## config.mk

```make
export PLATFORM = sky130hd
export DESIGN_NAME = uart_tx_arbiter
export DESIGN_NICKNAME = d
export VERILOG_FILES = /design/src/rtl/uart_tx_arbiter.sv
export SDC_FILE = /design/constraint.sdc
export NUM_CORES = 1
export LEC_CHECK = 0
export BUFFER_PORTS_ARGS = -buffer_cell sky130_fd_sc_hd__buf_2
export CAP_MARGIN = 10
export CORE_ASPECT_RATIO = 1.25
export CORE_MARGIN = 4
export CORE_UTILIZATION = 30
export DETAILED_ROUTE_END_ITERATION = 16
export PLACE_DENSITY = 0.51
export SKIP_LAST_GASP = 1
export SYNTH_ARGS = -nofsm -noshare
export SYNTH_HDL_FRONTEND = slang
export SYNTH_SLANG_ARGS = --single-unit
```

## constraint.sdc

```tcl
create_clock -name clk -period 2.7 [get_ports clk]
set_input_delay 0.405 -clock clk [delete_from_list [all_inputs] [get_ports clk]]
set_output_delay 0.405 -clock clk [all_outputs]
set_load 0.02 [all_outputs]
```

## src/rtl/uart_tx_arbiter.sv

```systemverilog
// uart_tx_arbiter
// Round-robin arbiter that lets several byte-stream requesters share one UART
// transmitter. A port owns the transmitter for a whole message (until its tlast
// beat) or until it stays silent for TIMEOUT consecutive cycles.

module uart_tx_arbiter #(
    parameter int NUM_PORTS  = 4,
    parameter int DATA_WIDTH = 8,
    parameter int TIMEOUT    = 1024
) (
    input  logic                            clk,
    input  logic                            rst,

    input  logic [NUM_PORTS*DATA_WIDTH-1:0] s_axis_tdata,
    input  logic [NUM_PORTS-1:0]            s_axis_tvalid,
    input  logic [NUM_PORTS-1:0]            s_axis_tlast,
    output logic [NUM_PORTS-1:0]            s_axis_tready,

    output logic [DATA_WIDTH-1:0]           m_axis_tdata,
    output logic                            m_axis_tvalid,
    input  logic                            m_axis_tready,
    output logic                            m_axis_tlast,

    output logic [NUM_PORTS-1:0]            grant,
    output logic                            busy,
    output logic                            timeout_err
);

    // ------------------------------------------------------------------
    // Derived constants
    // ------------------------------------------------------------------
    localparam int IDX_W = (NUM_PORTS > 1) ? $clog2(NUM_PORTS) : 1;
    localparam int CNT_W = $clog2(TIMEOUT + 1);

    // Release fires when the counter already holds TIMEOUT-1 and one more
    // silent cycle arrives, i.e. on the TIMEOUT-th consecutive silent cycle.
    localparam logic [CNT_W-1:0] CNT_LIMIT  = CNT_W'(TIMEOUT - 1);
    // Saturation ceiling; the release normally triggers well before this.
    localparam logic [CNT_W-1:0] CNT_SAT    = CNT_W'(TIMEOUT);
    // Out of reset the "previous owner" is the top port so port 0 wins first.
    localparam logic [IDX_W-1:0] LAST_RESET = IDX_W'(NUM_PORTS - 1);
    localparam logic [NUM_PORTS-1:0] ONE_HOT_0 = NUM_PORTS'(1);

    typedef enum logic {
        ST_IDLE = 1'b0,
        ST_PASS = 1'b1
    } state_t;

    // ------------------------------------------------------------------
    // State
    // ------------------------------------------------------------------
    state_t                 state_reg,       state_next;
    logic [NUM_PORTS-1:0]   grant_reg,       grant_next;
    logic [IDX_W-1:0]       owner_reg,       owner_next;
    logic [IDX_W-1:0]       last_owner_reg,  last_owner_next;
    logic [CNT_W-1:0]       cnt_reg,         cnt_next;
    logic                   timeout_err_reg, timeout_err_next;

    // ------------------------------------------------------------------
    // Per-port views of the packed input bus
    // ------------------------------------------------------------------
    logic [DATA_WIDTH-1:0]  port_data [NUM_PORTS];
    logic                   pass_active;

    // Outputs toward the requesters are forced low while reset is high so
    // nothing can be accepted on the aborting edge.
    assign pass_active = (state_reg == ST_PASS) && !rst;

    generate
        for (genvar gi = 0; gi < NUM_PORTS; gi++) begin : g_port
            assign port_data[gi]     = s_axis_tdata[gi*DATA_WIDTH +: DATA_WIDTH];
            assign s_axis_tready[gi] = pass_active & grant_reg[gi] & m_axis_tready;
        end
    endgenerate

    // ------------------------------------------------------------------
    // Owner mux
    // ------------------------------------------------------------------
    logic                   owner_valid;
    logic                   owner_last;
    logic [DATA_WIDTH-1:0]  owner_data;
    logic                   beat;

    assign owner_valid = s_axis_tvalid[owner_reg];
    assign owner_last  = s_axis_tlast[owner_reg];
    assign owner_data  = port_data[owner_reg];

    // A byte moves only in PASS with both handshake sides high.
    assign beat = (state_reg == ST_PASS) && owner_valid && m_axis_tready;

    // ------------------------------------------------------------------
    // Round-robin pick: first requesting port strictly after last_owner
    // ------------------------------------------------------------------
    logic                   pick_found;
    logic [IDX_W-1:0]       pick_idx;
    logic [IDX_W-1:0]       cand;
    logic [NUM_PORTS-1:0]   pick_onehot;

    // Scan offsets 1..NUM_PORTS so last_owner itself is considered last.
    always_comb begin
        pick_found = 1'b0;
        pick_idx   = '0;
        cand       = '0;
        for (int k = 1; k <= NUM_PORTS; k++) begin
            cand = IDX_W'((int'(last_owner_reg) + k) % NUM_PORTS);
            if (!pick_found && s_axis_tvalid[cand]) begin
                pick_found = 1'b1;
                pick_idx   = cand;
            end
        end
    end

    assign pick_onehot = ONE_HOT_0 << pick_idx;

    // ------------------------------------------------------------------
    // Next-state logic
    // ------------------------------------------------------------------
    // Arbitration in IDLE, message forwarding / timeout release in PASS.
    always_comb begin
        state_next       = state_reg;
        grant_next       = grant_reg;
        owner_next       = owner_reg;
        last_owner_next  = last_owner_reg;
        cnt_next         = cnt_reg;
        timeout_err_next = 1'b0;

        case (state_reg)
            ST_IDLE: begin
                // Grant registers now; bytes start moving the cycle after.
                if (pick_found) begin
                    state_next = ST_PASS;
                    grant_next = pick_onehot;
                    owner_next = pick_idx;
                    cnt_next   = '0;
                end
            end

            ST_PASS: begin
                if (beat && owner_last) begin
                    // End of message: always pass through one IDLE cycle.
                    state_next      = ST_IDLE;
                    grant_next      = '0;
                    last_owner_next = owner_reg;
                    cnt_next        = '0;
                end else if (beat) begin
                    cnt_next = '0;
                end else if (!owner_valid) begin
                    // Owner silent this cycle. Backpressured cycles (valid
                    // high, ready low) fall through and never count.
                    if (cnt_reg == CNT_LIMIT) begin
                        state_next       = ST_IDLE;
                        grant_next       = '0;
                        last_owner_next  = owner_reg;
                        cnt_next         = '0;
                        timeout_err_next = 1'b1;
                    end else if (cnt_reg != CNT_SAT) begin
                        cnt_next = cnt_reg + 1'b1;
                    end
                end
            end

            default: begin
                state_next = ST_IDLE;
                grant_next = '0;
                cnt_next   = '0;
            end
        endcase
    end

    // ------------------------------------------------------------------
    // State registers with synchronous reset
    // ------------------------------------------------------------------
    // Reset aborts any message in flight on the edge where rst is seen.
    always_ff @(posedge clk) begin
        if (rst) begin
            state_reg       <= ST_IDLE;
            grant_reg       <= '0;
            owner_reg       <= '0;
            last_owner_reg  <= LAST_RESET;
            cnt_reg         <= '0;
            timeout_err_reg <= 1'b0;
        end else begin
            state_reg       <= state_next;
            grant_reg       <= grant_next;
            owner_reg       <= owner_next;
            last_owner_reg  <= last_owner_next;
            cnt_reg         <= cnt_next;
            timeout_err_reg <= timeout_err_next;
        end
    end

    // ------------------------------------------------------------------
    // Outputs
    // ------------------------------------------------------------------
    assign m_axis_tvalid = pass_active & owner_valid;
    assign m_axis_tlast  = pass_active & owner_last;
    assign m_axis_tdata  = pass_active ? owner_data : '0;
    assign grant         = grant_reg;
    assign busy          = (state_reg == ST_PASS);
    assign timeout_err   = timeout_err_reg;

endmodule

```

; Word-level counts from Yosys, hierarchy flattened
; Index checks and enable logic that the tools add are counted.
[word_totals]
regBits = 21
inputBits = 43
out_inout_bits = 20
elab_cells = 105
[op_classes]
addsub = 5
magnitude_cmp = 6
n_eq_ne = 10
shifts = 1
n_mux = 48
n_bitwise = 12
reduce_logical = 17
[ops]
columns = operator, count
row1 = 11-bit 2-to-1 mux, 6
row2 = 8-bit 2-to-1 mux, 3
row3 = 11-bit one-hot mux with 2 select lines, 1
row4 = 4-bit 2-to-1 mux, 5
row5 = 8-bit binary-select mux with 2-bit select, 1
row6 = 1-bit 2-to-1 mux, 16
row7 = 2-bit 2-to-1 mux, 8
row8 = "2-bit by 3-bit < comparator with 1-bit output, second input constant", 5
row9 = 1-bit binary-select mux with 2-bit select, 6
row10 = "11-bit by 1-bit adder with 11-bit output, second input constant", 1
row11 = "11-bit by 10-bit equality test with 1-bit output, second input constant", 1
row12 = "11-bit != test, second input constant", 1
row13 = 1-bit AND, 10
row14 = 4-bit one-hot mux with 2 select lines, 1
row15 = 4-bit AND reduction, 2
row16 = 1-bit logical AND, 7
row17 = "3-bit by 2-bit != test with 1-bit output, second input constant", 2
row18 = "5-bit by 1-bit != test with 1-bit output, second input constant", 1
row19 = 5-bit OR reduction, 1
row20 = "2-bit by 1-bit adder with 2-bit output, second input constant", 2
row21 = "2-bit adder, second input constant", 2
row22 = 1-bit zero test, 4
row23 = "2-bit by 1-bit != test with 1-bit output, second input constant", 2
row24 = "4-bit by 2-bit != test with 1-bit output, second input constant", 1
row25 = 10 further kinds, 10

; Longest topological paths before layout
; Gate-level depths: netlist of the first run.
[depth]
ltp_word = 16
depth_mapped = 7
depth_no_buf = 7

; Least setup slack after synthesis of the first run
; No wires, ideal clock.
[synth_path]
kind = input port to flip-flop
startpoint = input port s_axis_tvalid[3]
endpoint = register cnt_reg[9]
setup_time_ns = 0.063
t_arrival_ns = 1.958
required_time_ns = 2.637
path_slack_ns = 0.679
path_stages = 4
path_buffers = 0
cell_sequence = mux4_2 or4_4 or4_1 nand3_1
[synth_via]
elab_chain_len = 14
elab_cells_between_ends = 30
cone_classes = eq/ne (3) / mux (17) / reduce/logical (10)
[synth_rtl]
columns = element, line_no
row1 = start: declaration, 15  ; input logic [NUM_PORTS-1:0] s_axis_tvalid,
row2 = 1-bit binary-select mux with 2-bit select, 106  ; if (!pick_found && s_axis_tvalid[cand]) begin
row3 = 1-bit 2-to-1 mux (not written as such), 106
row4 = 1-bit 2-to-1 mux, 106
row5 = 1-bit zero test, 106
row6 = 1-bit logical AND, 106
row7 = 1-bit 2-to-1 mux, 106
row8 = 1-bit zero test, 106
row9 = 1-bit logical AND, 106
row10 = 1-bit 2-to-1 mux, 106
row11 = 1-bit zero test, 106
row12 = 1-bit logical AND, 106
row13 = 1-bit 2-to-1 mux, 106
row14 = 2-bit != test (no source line), n/a
row15 = 3-bit AND reduction (no source line), n/a
row16 = end signal: assignment, 187  ; cnt_reg <= cnt_next;
row17 = end: declaration, 56  ; logic [CNT_W-1:0] cnt_reg, cnt_next;
; Parallel ways exist; a longest one is shown, timed or not. The select of a mux whose other input is x is not followed.
; A chain may end at the register's enable or synchronous reset.

; Worst setup path after layout of the first run
[layout_path]
startpoint = register owner_reg[1]
endpoint = register cnt_reg[9]
[layout_via]
elab_chain_len = 7
elab_cells_between_ends = 13
cone_classes = eq/ne (2) / mux (7) / reduce/logical (4)
[layout_rtl]
columns = element, line_no
row1 = start: declaration, 54  ; logic [IDX_W-1:0] owner_reg, owner_next;
row2 = start signal: assignment, 185  ; owner_reg <= owner_next;
row3 = 1-bit binary-select mux with 2-bit select, 84  ; assign owner_valid = s_axis_tvalid[owner_reg];
row4 = 1-bit 2-to-1 mux (not written as such), 84
row5 = 1-bit logical AND (2 in a row), 89  ; assign beat = (state_reg == ST_PASS) && owner_valid && m_axis_tready;
row6 = 1-bit logical AND / 11-bit 2-to-1 mux (equally long branches), "139, 145"
row7 = "5-bit by 1-bit != test with 1-bit output (no source line), or another cell as far along", n/a
row8 = 3-bit AND reduction (no source line) / 11-bit one-hot mux with 2 select lines (equally long branches), n/a
; Parallel ways exist; a longest one is shown, timed or not. The select of a mux whose other input is x is not followed.

==> metrics.txt, run 1 <==
FF/Latch Area=420 um2; critical-path maximum fanout=12; clk_skew=0.00460 ns; GRT Util Overall=0.139; Crit Path Class=reg -> reg; Slew Viols, Final=0; post-route ant nets=0; Syn Area/Cell=8.65 um2; fin util=0.407; CP startpoint kind=register; largest area contributor in the netlist=dfxtp_1; Hold Fails Final Rpt=0; initial antenna violation count=0; largest net degree at the start of global routing=16; Die ar.=0.00616 mm2; Vias=1548; Worst Hold Class=reg -> reg; vias per inst=5.19; initial DRC count=95; # diodes=0; setup tns final=0 ns; clock slew at reported path FFs=0.08 ns; area of the multi-input gates=0.00101 mm2; dpl cells=294; Die Width=71.0 um; unrepaired setup endpoints after global routing=false; Cell Count, Final, Fillers Out=298; # IOs=63; synth top area cells=dfxtp_1 28%, mux4_2 15%, nor2b_1 6.3%; Pwr Density=386 mW/mm2; total global routing overflow=0; Setup WS post-layout=0.488 ns; Post-Syn Area=roughly 0.0015 mm2; clk buf depth=2; DP Worst Slack=0.342 ns; most common library cells after synthesis=21 x dfxtp_1, 16 x nor2_1, 15 x nor2b_1; routed len/inst=14.0 um; top_reg_cell synth=dfxtp_1; Total Power=0.748 mW; dpl cell area=0.00189 mm2; Tcrit/Tclk final=0.819; chip height=86.7 um; cells after synthesis=172; nature of the critical path endpoint=register; DP HPWL=approximately 3300 um; clock share of power=0.286; Final #Nets=284; Synth Warn #=0; initial core utilization=0.312; first-pass GRT wire length=6910 um; Syn Nets=217; Max Cap Viol=0; CTS H-tree depth=1; Clock Tree Root=clkbuf_8; CTS Hold Bufs=0; Worst Max-Slew Pin Slew=around 0.7 ns; clock sink count=21; status=completed; WP data required=just under 3 ns; final setup fails=0; max frequency=452 MHz; EDFF count, synth=0; R2R setup slack=approximately 0.49 ns; Core Rows=28; Seq/Total Area, Yosys=0.283; minimum clock period=2.21 ns; P_leak=0.852 nW; Finished Cell Area=0.00194 mm2; NetSw=~0.23 mW; Area Overhead vs Synth=30.3%; port bufs=62; Async SR Flop Fraction=0; max reg flops=11; share of cells above drive strength 1=0.366; sequential share of power=0.442; First-pass DRT Iterations=4; Comb power frac=0.272; Worst-Skew Late Latency=0.27 ns; Core ar.=0.00476 mm2; GP Congestion=0.775; Hold WS=0.479 ns; synth unique cells=between 40 and 50; post-CTS setup buffers=0; Net Sw Frac=0.301; Routed WL=4160 um; most instantiated library cell after synthesis=dfxtp_1; worst vdd ir=182 uV; share of the synthesized area in the top cell type=0.283; Cell Int Power=0.523 mW; Num CTS Buffers=3; Seq cells post-synth=21; post-CTS sizing=0; vias in the first global route=1505; Layout fillers=roughly 500; Slew headroom=0.521; DRC=0; CTS tree=yes; Critical Path AT=2.42 ns
final timing paths:
path / start / end / cells past startpoint
setup / recovery: owner_reg[1]$_SDFFE_PP0P_ / cnt_reg[9]$_SDFFE_PP0P_ / 4
hold / removal: cnt_reg[10]$_SDFFE_PP0P_ / cnt_reg[10]$_SDFFE_PP0P_ / 2
setup reg to reg: owner_reg[1]$_SDFFE_PP0P_ / cnt_reg[9]$_SDFFE_PP0P_ / 4
hold reg to reg: cnt_reg[10]$_SDFFE_PP0P_ / cnt_reg[10]$_SDFFE_PP0P_ / 2
worst max-delay path, cell delays in order (launching register included):
cell,delay [ns]
dfxtp_1,0.36
mux4_2,0.65
or4_4,0.59
or4_1,0.48
nand3_1,0.07
cell usage in the layout, fill, tap and decap left out, drive strengths merged, types with 4 or more instances in the layout:
master,n
mux4,10
nand2b,6
buf,68
or4,4
nor2,16
and3,9
o21ai,11
nand2,8
inv,7
dfxtp,21
a21oi,11
nand3,10
nor2b,15
area by class of cell:
cell class,count,share of cell area
timing repair buffer,68,0.183
tap,60,0.0387
sequential,21,0.217
clock inverter,1,0.00258
multi-input combinational,138,0.524
inverter,7,0.0136
clock buffer,3,0.0213
power by group through the flow:
| stage | Sequential, mW | Clock [mW] | Combinational, mW |
|---|---|---|---|
| finish | 0.331 | 0.214 | 0.203 |
| detailed placement | 0.338 | 0 | 0.205 |
| floorplan | 0.340 | 0 | 0.127 |
| global placement | 0.338 | 0 | 0.204 |
| CTS | 0.331 | 0.225 | 0.206 |
| global route | 0.332 | 0.232 | 0.225 |
per-layer routing:
layer,global-route usage,wire [um],part of all wire,vias up
met5,0,0,0,-
met4,0.0462,45,0.011,0
met3,0.0244,285,0.068,4
met2,0.249,2060,0.50,58
met1,0.166,1770,0.43,705
li1,-,-,-,781
cells by family (layout without fill, tap and decap cells):
kind of cell / after synthesis / after routing / synth area share
muxes: 13 / 13 / 0.172
adders and majority gates: 2 / 2 / 0.0168
buffers and inverters: 13 / 79 / 0.0353
AOI/OAI and AO/OA: 40 / 40 / 0.180
DFF: 21 / 21 / 0.283
and+or+nand+nor: 83 / 83 / 0.314
(Power assumes the default switching activity.)
==> inputs of run 2 (changes only) <==
--- a/config.mk
+++ b/config.mk
@@ -5,6 +5,7 @@
 export SDC_FILE = /design/constraint.sdc
 export NUM_CORES = 1
 export LEC_CHECK = 0
+export ABC_AREA = 1
 export BUFFER_PORTS_ARGS = -buffer_cell sky130_fd_sc_hd__buf_2
 export CAP_MARGIN = 10
 export CORE_ASPECT_RATIO = 1.25
==> constraint.sdc (replaced) <==
create_clock -name clk -period 2 [get_ports clk]
set_input_delay 0.3 -clock clk [delete_from_list [all_inputs] [get_ports clk]]
set_output_delay 0.3 -clock clk [all_outputs]
set_load 0.02 [all_outputs]
==> metrics.txt, run 2 <==
share of cells above drive strength 1=0.303 (was 0.366); # IOs=63 (unchanged); final setup fails=0 (unchanged); Worst Max-Slew Pin Slew=0.417 ns (was 0.714 ns); Async SR Flop Fraction=0 (unchanged); initial core utilization=0.316 (was 0.312); max reg flops=11 (unchanged); Core ar.=0.00593 mm2 (was 0.00476 mm2); commonest non-fill, non-tap cells in the layout=80 x nand2_1, 68 x nor2_1, 62 x buf_2 (was 62 x buf_2, 21 x dfxtp_1, 16 x nor2_1); WP data required=2.16 ns (was 2.91 ns); most common library cells after synthesis=80 x nand2_1, 68 x nor2_1, 26 x inv_1 (was 21 x dfxtp_1, 16 x nor2_1, 15 x nor2b_1); largest area contributor in the netlist=dfxtp_1 (unchanged); Slew headroom=0.720 (was 0.521); Pwr Density=547 mW/mm2 (was 386 mW/mm2); status=completed (unchanged); Die Width=78.7 um (was 71.0 um); clock slew at reported path FFs=0.08 ns (about the same); Buf/Inv on CP=3 (was 0); Reg2Reg Depth=13 (was 4); most instantiated library cell after synthesis=nand2_1 (was dfxtp_1); P_leak=1.17 nW (was 0.852 nW); post-route ant nets=0 (unchanged); minimum clock period=1.83 ns (was 2.21 ns); Die ar.=0.00759 mm2 (was 0.00616 mm2); chip height=96.4 um (was 86.7 um); clock sink count=21 (unchanged); Comb power frac=0.403 (was 0.272); Tcrit/Tclk final=0.917 (was 0.819); crit-path cells=inv_1 > ha_1 > nand2_1 > nor3_1 > nand3_1 > nand2_1 > nand2_1 > inv_1 > nand2_4 > nand2_4 > inv_4 > nor2_1 > nor2_1 (was mux4_2 > or4_4 > or4_1 > nand3_1); nature of the critical path endpoint=register (unchanged); CTS H-tree depth=1 (unchanged); Crit path depth=13 (was 4); CTS Hold Bufs=0 (unchanged); vias per inst=4.61 (was 5.19); area of the multi-input gates=0.00129 mm2 (was 0.00101 mm2); Seq/Total Area, Yosys=0.224 (was 0.283); synth top area cells=dfxtp_1 22%, nand2_1 16%, nor2_1 14% (was dfxtp_1 28%, mux4_2 15%, nor2b_1 6.3%); # diodes=0 (unchanged); initial antenna violation count=0 (unchanged); Post-Syn Area=0.00188 mm2 (was 0.00149 mm2); NetSw=0.514 mW (was 0.225 mW); dpl cells=464 (was 294); routed len/inst=11.8 um (was 14.0 um); initial DRC count=52 (was 95); Max Cap Viol=0 (unchanged); top_reg_cell synth=dfxtp_1 (unchanged); CTS tree=yes (unchanged); Critical Path AT=2.00 ns (was 2.42 ns); Final #Nets=432 (was 284); Cell Int Power=0.780 mW (was 0.523 mW); first-pass GRT wire length=9400 um (was 6910 um); clk_skew=0.00190 ns (was 0.00460 ns); EDFF count, synth=0 (unchanged); Vias=2156 (was 1548); Routed WL=5500 um (was 4160 um); First-pass DRT Iterations=4 (unchanged); Syn Nets=366 (was 217); synth unique cells=30 (was 44); Clock Tree Root=clkbuf_8 (unchanged); Slew Viols, Final=0 (unchanged); Syn Area/Cell=5.85 um2 (was 8.65 um2); clock share of power=0.217 (was 0.286); slowest CP cell=dfxtp_2 (was mux4_2); CP dominant cell by count=nand2_1; setup tns final=0 ns (unchanged); Total Power=1.29 mW (was 0.748 mW); critical-path maximum fanout=11 (was 12); cells after synthesis=321 (was 172); Hold Fails Final Rpt=0 (unchanged); largest net degree at the start of global routing=20 (was 16); Worst Hold Class=in -> reg (was reg -> reg); share of the synthesized area in the top cell type=0.224 (was 0.283); post-CTS setup buffers=0 (unchanged); clk buf depth=2 (unchanged); vias in the first global route=2137 (was 1505); Num CTS Buffers=3 (unchanged); Synth Warn #=0 (unchanged); Crit Path Class=reg -> reg (unchanged); port bufs=62 (unchanged); Layout fillers=703 (was 513); DRC=0 (unchanged); WHS Path Cells=3 (was 2); Cell Count, Final, Fillers Out=468 (was 298); Worst-Skew Late Latency=0.26 ns (was 0.27 ns); DP HPWL=4450 um (was 3300 um); max frequency=545 MHz (was 452 MHz); peak per-stage delay on the critical path=0.35 ns (was 0.65 ns); GRT Util Overall=0.152 (was 0.139); commonest non-fill, non-tap cell in the layout=nand2_1 (was buf_2); Seq cells post-synth=21 (unchanged); unrepaired setup endpoints after global routing=false (unchanged); sequential share of power=0.380 (was 0.442); CP startpoint kind=register (unchanged); Worst path top cell family by delay=simple AND/OR/NAND/NOR gates (unchanged); Core Rows=31 (was 28); FF/Latch Area=425 um2 (was 420 um2); GP Congestion=0.837 (was 0.775); total global routing overflow=0 (unchanged); Net Sw Frac=0.397 (was 0.301); worst vdd ir=239 uV (was 182 uV); Area Overhead vs Synth=26.0% (was 30.3%)
==> run 2: cell types whose count changed after synthesis, sizes merged, moves of 10 or more <==
cell / delta
nor2: +58
o21ai: +15
nor2b: -15
nand3: +15
mux4: -10
inv: +22
nand2: +86
==> run 2: worst register-to-register path, stage by stage (launching register included) <==
cell,delay (ns)
dfxtp_2,0.35
inv_1,0.10
ha_1,0.15
nand2_1,0.05
nor3_1,0.26
nand3_1,0.14
nand2_1,0.09
nand2_1,0.05
inv_1,0.08
nand2_4,0.07
nand2_4,0.18
inv_4,0.08
nor2_1,0.09
nor2_1,0.05
==> run 2: per-layer routing <==
layer / wire [um] / vias up / track usage
li1: - / 1155 / -
met1: 2310 / 969 / 0.177
met2: 3000 / 26 / 0.297
met3: 138 / 6 / 0.0139
met4: 55 / 0 / 0.0364
met5: 0 / - / 0
==> run 2: final timing paths <==
kind / from / end / slack [ns]
min: rst / cnt_reg[8]$_SDFFE_PP0P_ / 0.38
max: cnt_reg[0]$_SDFFE_PP0P_ / cnt_reg[0]$_SDFFE_PP0P_ / 0.17
min reg2reg: grant[3]$_SDFFE_PP0P_ / grant[3]$_SDFFE_PP0P_ / 0.49
max reg2reg: cnt_reg[0]$_SDFFE_PP0P_ / cnt_reg[0]$_SDFFE_PP0P_ / 0.17
==> run 2: power by group through the flow <==
stage | Clock, mW | Sequential [mW] | Combinational (mW)
2_1_floorplan | 0 | 0.497 | 0.372
6_report | 0.281 | 0.492 | 0.522
5_1_grt | 0.321 | 0.499 | 0.599
3_5_place_dp | 0 | 0.500 | 0.525
4_1_cts | 0.301 | 0.490 | 0.526
3_3_place_gp | 0 | 0.500 | 0.523
==> run 2: cell families after synthesis <==
family	count (synthesis)	share of synthesized area
simple gates	206	0.505
compound gates	50	0.157
buf+inv	40	0.0920
flops	21	0.224
xor+xnor	2	0.00934
fa+ha+maj	2	0.0133
==> run 2: through the flow <==
stage                     instance area (um2)  utilization  setup slack, ns  hold WS [ns]
after CTS                                2350        0.396           0.0727         0.380
after floorplan                          1880            -            0.193         0.455
final                                    2360        0.398            0.166         0.384
after detailed placement                 2300        0.388            0.113         0.480
after global routing                     2360        0.398           0.0196         0.383
after global placement                   2300        0.388            0.128         0.468
==> run 2: area by class of cell <==
type / instances / share of cell area
clock inverters: 1 / 0.00212
flip-flops and latches: 21 / 0.180
inverters: 29 / 0.0481
well taps: 82 / 0.0434
repair buffers: 72 / 0.163
clock buffers: 3 / 0.0175
multi-input cells: 260 / 0.546
==> run 2: timing repair <==
item / 4_1_cts / 5_1_grt
endpoints found under the hold margin: 0 / 0
resized for setup: 0 / 7
setup endpoints to repair: 0 / 18
==> inputs of run 3 (changes only) <==
--- a/config.mk
+++ b/config.mk
@@ -11,8 +11,8 @@
 export CORE_ASPECT_RATIO = 1.25
 export CORE_MARGIN = 4
 export CORE_UTILIZATION = 30
+export CTS_CLUSTER_DIAMETER = 30
 export DETAILED_ROUTE_END_ITERATION = 16
-export PLACE_DENSITY = 0.51
 export SKIP_LAST_GASP = 1
 export SYNTH_ARGS = -nofsm -noshare
 export SYNTH_HDL_FRONTEND = slang
==> metrics.txt, run 3 (synthesized netlist as in run 2, its figures left out) <==
vias per inst=4.54 (was 4.61); clock sink count=21 (unchanged); area of the multi-input gates=0.00129 mm2 (about the same); status=completed (unchanged); Hold Startpoint=rst (unchanged); Net Sw Frac=0.399 (was 0.397); Vias=2124 (was 2156); fin util=0.398 (unchanged); largest net degree at the start of global routing=19 (was 20); Slew headroom=0.752 (was 0.720); first-pass GRT wire length=9600 um (was 9400 um); initial antenna violation count=0 (unchanged); DP HPWL=4470 um (was 4450 um); Comb power frac=0.401 (was 0.403); Tcrit/Tclk final=0.943 (was 0.917); Final #Nets=432 (unchanged); Worst-Skew Late Latency=0.26 ns (about the same); worst vdd ir=292 uV (was 239 uV); Slew Viols, Final=0 (unchanged); # IOs=63 (unchanged); max frequency=530 MHz (was 545 MHz); max reg flops=11 (unchanged); FF/Latch Area=424 um2 (was 425 um2); GRT Util Overall=0.154 (was 0.152); Die Width=78.7 um (unchanged); CP startpoint kind=register (unchanged); WP data required=1.70 ns (was 2.16 ns); First-pass DRT Iterations=4 (unchanged); minimum clock period=1.89 ns (was 1.83 ns); Worst Hold Class=in -> reg (unchanged); Core Rows=31 (unchanged); Cell Int Power=0.781 mW (was 0.780 mW); Area Overhead vs Synth=26.0% (unchanged); final setup fails=0 (unchanged); sequential share of power=0.380 (about the same); CTS Hold Bufs=0 (unchanged); CTS H-tree depth=1 (unchanged); Die ar.=0.00759 mm2 (unchanged); beginning of the critical path=owner_reg[0]$_SDFFE_PP0P_ (was cnt_reg[0]$_SDFFE_PP0P_); vias in the first global route=2086 (was 2137); Num CTS Buffers=3 (unchanged); Core ar.=0.00593 mm2 (unchanged); nature of the critical path endpoint=primary output (was register); launch point of the worst reg-to-reg path=cnt_reg[0]$_SDFFE_PP0P_ (unchanged); Hold WS=0.379 ns (was 0.384 ns); Clock Tree Root=clkbuf_8 (unchanged); Pwr Density=549 mW/mm2 (was 547 mW/mm2); critical-path maximum fanout=18 (was 11); Routed WL=5540 um (was 5500 um); clk_skew=0.000884 ns (was 0.00190 ns); Finished Cell Area=0.00236 mm2 (unchanged); commonest non-fill, non-tap cells in the layout=79 x nand2_1, 68 x nor2_1, 62 x buf_2 (was 80 x nand2_1, 68 x nor2_1, 62 x buf_2); clock share of power=0.219 (was 0.217); NetSw=0.518 mW (was 0.514 mW); clock slew at reported path FFs=0.08 ns (about the same); share of cells above drive strength 1=0.301 (was 0.303); post-route ant nets=0 (unchanged); commonest non-fill, non-tap cell in the layout=nand2_1 (unchanged); CTS tree=yes (unchanged); Max Cap Viol=0 (unchanged); dpl cell area=0.00229 mm2 (was 0.00230 mm2); routed len/inst=11.8 um (about the same); Worst Max-Slew Pin Slew=0.372 ns (was 0.417 ns); port bufs=62 (unchanged); initial core utilization=0.316 (unchanged); Hold Fails Final Rpt=0 (unchanged); total global routing overflow=0 (unchanged); P_leak=1.17 nW (about the same); peak per-stage delay on the critical path=0.42 ns (was 0.35 ns); setup tns final=0 ns (unchanged); # diodes=0 (unchanged); Critical Path AT=1.59 ns (was 2.00 ns); crit-path cells=inv_1 > buf_4 > o21ai_0 > a21oi_1 > buf_2 (was inv_1 > ha_1 > nand2_1 > nor3_1 > nand3_1 > nand2_1 > nand2_1 > inv_1 > nand2_4 > nand2_4 > inv_4 > nor2_1 > nor2_1); Layout fillers=674 (was 703); DRC=0 (unchanged); slowest CP cell=dfxtp_1 (was dfxtp_2); GP Congestion=0.848 (was 0.837); clk buf depth=2 (unchanged); initial DRC count=130 (was 52); Crit Path Class=reg -> out (was reg -> reg); chip height=96.4 um (unchanged)
[run 3: area by class of cell]
type                    count  share of cell area
clock buffers               4              0.0190
flip-flops and latches     21               0.179
repair buffers             72               0.163
inverters                  29              0.0481
well taps                  82              0.0434
multi-input cells         260               0.547
[run 3: metrics by stage]
step                std cells  setup slack, ns  power, mW
CTS                       466           0.0399       1.30
finish                    468            0.114       1.30
global route              468          -0.0146       1.40
floorplan                 321            0.193      0.869
global placement          462           0.0794       1.02
detailed placement        462           0.0783       1.02
[run 3: critical path, delay by kind of cell, from the launching register on]
| kind | cells | cell delay [ns] |
|---|---|---|
| flip-flops | 1 | 0.42 |
| AO/OA/AOI/OAI | 2 | 0.40 |
| buffers and inverters | 3 | 0.50 |
[run 3: power by group through the flow]
stage | clock, mW | combinational, mW | sequential, mW
2_1_floorplan | 0 | 0.372 | 0.497
3_3_place_gp | 0 | 0.517 | 0.500
3_5_place_dp | 0 | 0.520 | 0.501
4_1_cts | 0.284 | 0.522 | 0.492
5_1_grt | 0.303 | 0.600 | 0.500
6_report | 0.284 | 0.521 | 0.494
[run 3: path summary, 6_finish.rpt]
path	to	slack [ns]	cells past startpoint
setup / recovery	m_axis_tdata[2]	0.11	5
hold / removal	cnt_reg[8]$_SDFFE_PP0P_	0.38	3
setup reg to reg	cnt_reg[2]$_SDFFE_PP0P_	0.17	13
hold reg to reg	grant[2]$_SDFFE_PP0P_	0.49	2
[run 3: layer usage]
| layer | up-vias | part of all wire | wire length (um) | track usage |
|---|---|---|---|---|
| met4 | 0 | 0.0065 | 36 | 0.0248 |
| li1 | 1157 | - | - | - |
| met3 | 5 | 0.022 | 123 | 0.0167 |
| met1 | 938 | 0.45 | 2480 | 0.190 |
| met5 | - | 0 | 0 | 0 |
| met2 | 24 | 0.52 | 2900 | 0.292 |
[run 3: timing repair]
| item | in CTS | in global routing |
|---|---|---|
| gates resized for setup | 0 | 7 |
| setup endpoints to repair | 0 | 26 |
| buffers inserted | 0 | 2 |
